$ cat config.mk
export PLATFORM = sky130hd
export DESIGN_NAME = multicycle_controller
export DESIGN_NICKNAME = d
export VERILOG_FILES = /design/src/rtl/multicycle_pkg.sv /design/src/rtl/multicycle_controller_alu_decoder.sv /design/src/rtl/multicycle_controller.sv
export SDC_FILE = /design/constraint.sdc
export NUM_CORES = 1
export LEC_CHECK = 0
export CORE_MARGIN = 1.5
export CORE_UTILIZATION = 38
export CTS_CLUSTER_DIAMETER = 120
export CTS_CLUSTER_SIZE = 30
export DETAILED_ROUTE_END_ITERATION = 10
export HOLD_SLACK_MARGIN = 0.1
export PLACE_DENSITY = 0.89
export SETUP_SLACK_MARGIN = 0.5
export SYNTH_ARGS = -nofsm -noshare
export SYNTH_HDL_FRONTEND = slang
export SYNTH_SLANG_ARGS = --single-unit
$ cat constraint.sdc
create_clock -name CLK -period 2.55 [get_ports CLK]
set_input_delay 0.765 -clock CLK [delete_from_list [all_inputs] [get_ports CLK]]
set_output_delay 0.765 -clock CLK [all_outputs]
set_load 0.005 [all_outputs]
$ cat src/rtl/multicycle_pkg.sv
// Shared types and constants for the multicycle MIPS main controller.
package multicycle_pkg;

  // Controller states; the numeric encodings are visible on the State debug port.
  typedef enum logic [3:0] {
    S_FETCH    = 4'd0,
    S_DECODE   = 4'd1,
    S_MEMADR   = 4'd2,
    S_MEMREAD  = 4'd3,
    S_MEMWB    = 4'd4,
    S_MEMWRITE = 4'd5,
    S_EXECUTE  = 4'd6,
    S_ALUWB    = 4'd7,
    S_BRANCH   = 4'd8,
    S_ADDIEXEC = 4'd9,
    S_ADDIWB   = 4'd10,
    S_JUMP     = 4'd11
  } state_e;

  // Primary opcodes (Instr[31:26])
  localparam logic [5:0] OP_RTYPE = 6'b000000;
  localparam logic [5:0] OP_LW    = 6'b100011;
  localparam logic [5:0] OP_SW    = 6'b101011;
  localparam logic [5:0] OP_BEQ   = 6'b000100;
  localparam logic [5:0] OP_ADDI  = 6'b001000;
  localparam logic [5:0] OP_J     = 6'b000010;

  // R-type function codes (Instr[5:0])
  localparam logic [5:0] FN_ADD = 6'b100000;
  localparam logic [5:0] FN_SUB = 6'b100010;
  localparam logic [5:0] FN_AND = 6'b100100;
  localparam logic [5:0] FN_OR  = 6'b100101;
  localparam logic [5:0] FN_SLT = 6'b101010;

  // Operation class handed from the FSM to the ALU decoder
  typedef enum logic [1:0] {
    ALUOP_ADD   = 2'b00,
    ALUOP_SUB   = 2'b01,
    ALUOP_FUNCT = 2'b10
  } aluop_e;

  // ALUControl encodings
  localparam logic [2:0] ALUC_ADD = 3'b010;
  localparam logic [2:0] ALUC_SUB = 3'b110;
  localparam logic [2:0] ALUC_AND = 3'b000;
  localparam logic [2:0] ALUC_OR  = 3'b001;
  localparam logic [2:0] ALUC_SLT = 3'b111;

  // True when the opcode is implemented; addi and j only exist with the extended set.
  function automatic logic is_legal_op(input logic [5:0] op, input logic ext_ops);
    logic legal;
    legal = (op == OP_RTYPE) || (op == OP_LW) || (op == OP_SW) || (op == OP_BEQ);
    if (ext_ops) legal = legal || (op == OP_ADDI) || (op == OP_J);
    return legal;
  endfunction

endpackage

$ cat src/rtl/multicycle_controller_alu_decoder.sv
// ALU decoder: maps the FSM's operation class and the R-type Function field to ALUControl.
module alu_decoder
  import multicycle_pkg::*;
(
  input  logic [1:0] alu_op_i,
  input  logic [5:0] funct_i,
  output logic [2:0] alu_ctrl_o
);

  // Unknown function codes and the unused ALUOp code fall back to add.
  always_comb begin
    alu_ctrl_o = ALUC_ADD;
    case (alu_op_i)
      ALUOP_SUB: alu_ctrl_o = ALUC_SUB;
      ALUOP_FUNCT: begin
        case (funct_i)
          FN_ADD:  alu_ctrl_o = ALUC_ADD;
          FN_SUB:  alu_ctrl_o = ALUC_SUB;
          FN_AND:  alu_ctrl_o = ALUC_AND;
          FN_OR:   alu_ctrl_o = ALUC_OR;
          FN_SLT:  alu_ctrl_o = ALUC_SLT;
          default: alu_ctrl_o = ALUC_ADD;
        endcase
      end
      default: alu_ctrl_o = ALUC_ADD;
    endcase
  end

endmodule

$ cat src/rtl/multicycle_controller.sv
// Main control FSM for the multicycle MIPS datapath with memory-ready stretching
// and illegal-opcode detection.
module multicycle_controller
  import multicycle_pkg::*;
#(
  parameter bit USE_MEM_READY = 1'b1,
  parameter bit EXT_OPS       = 1'b1
) (
  input  logic       CLK,
  input  logic       RSTn,
  input  logic [5:0] OpCode,
  input  logic [5:0] Function,
  input  logic       MemReady,
  output logic       MemToReg,
  output logic       RegDes,
  output logic       IorD,
  output logic       ALUSrcA,
  output logic       IRWrite,
  output logic       MemWrite,
  output logic       PcWrite,
  output logic       Branch,
  output logic       RegWrite,
  output logic [1:0] PcSrc,
  output logic [1:0] ALUSrcB,
  output logic [2:0] ALUControl,
  output logic       Illegal,
  output logic [3:0] State
);

  state_e     state_q, state_d;
  logic       mem_rdy;
  aluop_e     alu_op;
  logic       alu_en;
  logic [2:0] alu_ctrl;

  assign mem_rdy = USE_MEM_READY ? MemReady : 1'b1;
  assign State   = state_q;

  alu_decoder u_alu_decoder (
    .alu_op_i   (alu_op),
    .funct_i    (Function),
    .alu_ctrl_o (alu_ctrl)
  );

  // ALUControl is only driven in states that use the ALU; elsewhere it reads 0.
  assign ALUControl = alu_en ? alu_ctrl : '0;

  // State register with asynchronous active-low clear.
  always_ff @(posedge CLK or negedge RSTn) begin
    if (!RSTn) state_q <= S_FETCH;
    else       state_q <= state_d;
  end

  // Next-state logic: memory states stall on mem_rdy, DECODE dispatches on OpCode.
  always_comb begin
    state_d = S_FETCH;
    case (state_q)
      S_FETCH:  state_d = mem_rdy ? S_DECODE : S_FETCH;
      S_DECODE: begin
        case (OpCode)
          OP_LW, OP_SW: state_d = S_MEMADR;
          OP_RTYPE:     state_d = S_EXECUTE;
          OP_BEQ:       state_d = S_BRANCH;
          OP_ADDI:      state_d = EXT_OPS ? S_ADDIEXEC : S_FETCH;
          OP_J:         state_d = EXT_OPS ? S_JUMP : S_FETCH;
          default:      state_d = S_FETCH;
        endcase
      end
      S_MEMADR: begin
        if (OpCode == OP_LW)      state_d = S_MEMREAD;
        else if (OpCode == OP_SW) state_d = S_MEMWRITE;
        else                      state_d = S_FETCH;
      end
      S_MEMREAD:  state_d = mem_rdy ? S_MEMWB : S_MEMREAD;
      S_MEMWB:    state_d = S_FETCH;
      S_MEMWRITE: state_d = mem_rdy ? S_FETCH : S_MEMWRITE;
      S_EXECUTE:  state_d = S_ALUWB;
      S_ALUWB:    state_d = S_FETCH;
      S_BRANCH:   state_d = S_FETCH;
      S_ADDIEXEC: state_d = S_ADDIWB;
      S_ADDIWB:   state_d = S_FETCH;
      S_JUMP:     state_d = S_FETCH;
      default:    state_d = S_FETCH;
    endcase
  end

  // Moore strobes per state; everything is held at 0 while RSTn is low, so the
  // FETCH strobes cannot glitch high during reset even with MemReady asserted.
  always_comb begin
    MemToReg = 1'b0;
    RegDes   = 1'b0;
    IorD     = 1'b0;
    ALUSrcA  = 1'b0;
    IRWrite  = 1'b0;
    MemWrite = 1'b0;
    PcWrite  = 1'b0;
    Branch   = 1'b0;
    RegWrite = 1'b0;
    PcSrc    = '0;
    ALUSrcB  = '0;
    Illegal  = 1'b0;
    alu_op   = ALUOP_ADD;
    alu_en   = 1'b0;
    if (RSTn) begin
      case (state_q)
        S_FETCH: begin
          ALUSrcB = 2'b01;
          alu_en  = 1'b1;
          IRWrite = mem_rdy;
          PcWrite = mem_rdy;
        end
        S_DECODE: begin
          ALUSrcB = 2'b11;
          alu_en  = 1'b1;
          Illegal = !is_legal_op(OpCode, EXT_OPS);
        end
        S_MEMADR: begin
          ALUSrcA = 1'b1;
          ALUSrcB = 2'b10;
          alu_en  = 1'b1;
        end
        S_MEMREAD: IorD = 1'b1;
        S_MEMWB: begin
          MemToReg = 1'b1;
          RegWrite = 1'b1;
        end
        S_MEMWRITE: begin
          IorD     = 1'b1;
          MemWrite = 1'b1;
        end
        S_EXECUTE: begin
          ALUSrcA = 1'b1;
          alu_op  = ALUOP_FUNCT;
          alu_en  = 1'b1;
        end
        S_ALUWB: begin
          RegDes   = 1'b1;
          RegWrite = 1'b1;
        end
        S_BRANCH: begin
          ALUSrcA = 1'b1;
          alu_op  = ALUOP_SUB;
          alu_en  = 1'b1;
          PcSrc   = 2'b01;
          Branch  = 1'b1;
        end
        S_ADDIEXEC: begin
          ALUSrcA = 1'b1;
          ALUSrcB = 2'b10;
          alu_en  = 1'b1;
        end
        S_ADDIWB: RegWrite = 1'b1;
        S_JUMP: begin
          PcSrc   = 2'b10;
          PcWrite = 1'b1;
        end
        default: ;
      endcase
    end
  end

endmodule
==> out/metrics.yaml, run 1 <==
cts:
  htree_levels: 1
  cts_buffers: 3
  cts_resized: 143
  clock-sinks: 4
  cts_setup_buffers: 20
  cts_hold_buf: 0
  cts_buffer_depth: 2
  cts_root_buffer: "clkbuf_4"
synthesis:
  synth_cell_types: 39
  ys.flop_type: "dfrtp_1"
  synthArstFlopShare_pct: 100
  avgSynthCellArea_sq_um: 7.25
  ys_seq_elements: 4
  yosysSeqAreaShare_pct: 15.0
  netlist_instances: 92
  synth_warnings: 0
  syn_area_sq_um: 667
  synth_edf_count: 0
  syn-num-nets: 109
outcome:
  lastStage: "clock tree synthesis"
  outcome: "did not finish"
  error: "[ERROR DPL-0033] detailed placement checks failed during check placement."
placed_design:
  dpl.hpwl_um: 2040
  place.gp.congestion: 0.885
  port_buffers: 35
die:
  die-height_um: 44.9
  die_width_um: 44.9
  ios: 36
  initial_core_util_pct: 42.3
  rows: 14
[cell usage after synthesis, drive strengths merged (2+ instances only)]
library cell / count / area [sq um]
ha: 2 / 25.0
inv: 6 / 22.5
dfrtp: 4 / 100
nor2: 10 / 37.5
nand2: 8 / 30.0
nor3b: 2 / 15.0
nor2b: 6 / 42.5
o21ai: 5 / 32.5
nand3: 5 / 25.0
a21oi: 4 / 20.0
a22oi: 2 / 15.0
nor4: 4 / 37.5
a211oi: 2 / 15.0
o21a: 2 / 15.0
and3: 2 / 17.5
nor3: 8 / 51.3
nand2b: 2 / 15.0
buf: 5 / 45.0
[through the flow]
stage,instances,hold slack [ps],worst slack [ps],instance area (sq um),setup TNS (ps)
2_1_floorplan,92,469,57.6,724,0
3_3_place_gp,164,654,-1080,1240,-11230
3_5_place_dp,164,670,-1130,1240,-12150
[cell families after synthesis]
logic type,synth area share (%)
DFF,15.0
and+or+nand+nor,48.8
AOI/OAI and AO/OA,19.7
adders and majority gates,3.75
buffers and inverters,10.1
xor gates and xnor gates,2.63
==> run 2: changes to the inputs <==
Settings changed: CORE_AREA from default to 2 2 63 65, CORE_MARGIN 1.5 to default, CORE_UTILIZATION 38 to default, CTS_CLUSTER_DIAMETER 120 to default, CTS_CLUSTER_SIZE 30 to default, DIE_AREA from default to 0 0 65 67, HOLD_SLACK_MARGIN 0.1 to default, PLACE_DENSITY 0.89 to default, PLACE_DENSITY_LB_ADDON from default to 0.15, SETUP_SLACK_MARGIN 0.5 to default.
==> out/metrics.yaml, run 2 <==
die:
  die-height_um: 67
  die_width_um: 65
  core_area_sq_um: 3610
  dieArea_sq_um: 4360
  rows: 22
  initial_core_util_pct: 18.5
  ios: 36
global_route:
  overflow: 0
  first_global_vias: 1031
  antenna_found_initial: 0
  track_usage_pct: 13.5
  grt_max_degree: 12
  grt_pass1_wl_um: 4490
route:
  first_pass_iters: 4
  drt-wirelength-per-cell_um: 13.2
  postRouteAntennaNets: 0
  routed_wl_um: 2840
  avgViaCountPerCell: 4.54
  drt_iter0_markers: 14
  routed.top_layer: "met4"
  met2_length_um: 1640
  m1WireLength_um: 1040
  route.met3.wl_um: 132
  routed-via-count: 977
  drc: 0
cts:
  cts_hold_buf: 0
  clock-sinks: 4
  cts_buffers: 3
  cts_buffer_depth: 2
  path_clk_slew_ps: 30
  cts_tree: "done"
  clk_latency_ps: 210
  cts_root_buffer: "clkbuf_8"
  htree_levels: 1
layout:
  final_cell_mix: "buf_4, dlygate4sd2_1, clkdlybuf4s50_1"
  largest_reg_flops: 4
  n_fill_cell: 384
  final_common_cell: "buf_4"
  fin_util_pct: 43.7
  layout.nets: 186
  antennaDiodeCount: 0
  layout-drive-gt1-share_pct: 57.5
  synthToLayoutAreaGrowth_pct: 136
synthesis:
  synthArstFlopShare_pct: 100
  yosysTopAreaCellShare_pct: 15.0
  yosysSeqAreaShare_pct: 15.0
  netlist_instances: 92
  synth_warnings: 0
  synth_cell_types: 39
  synth_common_cells: "nor2_1, nand2_1, nor3_1"
  synth_most_common_cell: "nor2_1"
  synth_edf_count: 0
  avgSynthCellArea_sq_um: 7.25
  yosys-top-cells-area: "dfrtp_1, nor2_1, nor3_1, nand2_1, ha_1"
  syn-num-nets: 109
  syn_area_sq_um: 667
  ys.flop_type: "dfrtp_1"
  synth_area_leader_cell: "dfrtp_1"
  ys_seq_elements: 4
sta:
  fin_crit_ps: 2680
  fmax_mhz: 374
  fin_ws_ps: -126
  setup_violations: 3
  worst_pin_slew_ps: 327
  slew_viol_final: 0
  final.setup_skew_ps: 0.864
  maxSlewHeadroom_pct: 78.2
  final_hold_viol_count: 0
  period_share_pct: 105
  rsz0062_at_grt: "yes"
setup_path:
  path_max_fanout: 3
  worst-setup-path-type: "in2out"
  end_kind: "output port"
  arrival_ps: 1910
  reg2reg_slack_ps: 910
  start_kind: "primary input"
  cp.required_ps: 1790
power_and_ir_drop:
  ir_drop_mv: 0.138
  p_total_uw: 386
  leakage_uw: 0.000783
  powerDensity_nw_per_um2: 245
placed_design:
  port_buffers: 35
  dpl.hpwl_um: 2080
  place.gp.congestion: 0.673
  dp_slack_ps: -1050
worst_hold_path:
  hp-class: "in2async"
outcome:
  violations: "negative setup slack"
  outcome: "finished, violations left"
job:
  drv_cap: 0
run 2: path summary, 6_finish.rpt:
path / from / endpoint / depth (start not counted)
max: RSTn / ALUControl[0] / 8
max reg2reg: State[0] / State[0] / 7
min reg2reg: State[1] / State[3] / 2
min: RSTn / State[1] / 2
min in group CLK: State[1] / State[3] / 2
max in group asynchronous: RSTn / State[1] / 2
run 2: kinds of logic after synthesis:
logic type      count (synthesis)  synth area share [%]
buf+inv                        11                  10.1
flops                           4                  15.0
xor+xnor                        2                  2.63
simple gates                   54                  48.8
compound gates                 19                  19.7
fa+ha+maj                       2                  3.75
run 2: metal layers:
metal | track usage (%) | vias to the layer above
met5 | 0 | -
met4 | 3.99 | 0
met3 | 1.52 | 4
met1 | 13.0 | 468
met2 | 29.0 | 27
li1 | - | 478
run 2: worst max-delay path, stage by stage:
cell and delay (ps):
buf_8 80, nand2_4 40, or3_4 360, inv_4 70, ha_4 150, nand3_4 80
nor4_4 200, buf_2 150
run 2: report_power, final:
group | internal, uW | total, uW | switching, uW
combinational | 102 | 186 | 84.1
clock | 100 | 131 | 30.2
sequential | 67.4 | 69.2 | 1.73
total | 270 | 386 | 116
run 2: timing repair:
item                       CTS  global route
gates resized for setup     78            30
setup endpoints to repair   17            12
cloned                       0             0
buffers inserted             6             4
pin swaps                   16            15
run 2: area by class of cell:
class | instances | area, sq um | area share, %
Multi-Input combinational cell | 77 | 696 | 44.2
Inverter | 6 | 25.0 | 1.59
Tap cell | 48 | 60.1 | 3.82
Sequential cell | 4 | 101 | 6.44
Clock buffer | 3 | 41.3 | 2.62
Timing Repair Buffer | 77 | 651 | 41.3
run 2: metrics by stage:
stage / hold slack, ps / setup TNS, ps / cells / cell area [sq um]
final: 459 / -313 / 215 / 1570
after global routing: 463 / -552 / 215 / 1570
after CTS: 453 / -762 / 211 / 1460
after detailed placement: 650 / -10100 / 202 / 1270
after global placement: 652 / -10010 / 202 / 1270
after floorplan: 469 / 0 / 92 / 667
(Power assumes the default switching activity.)
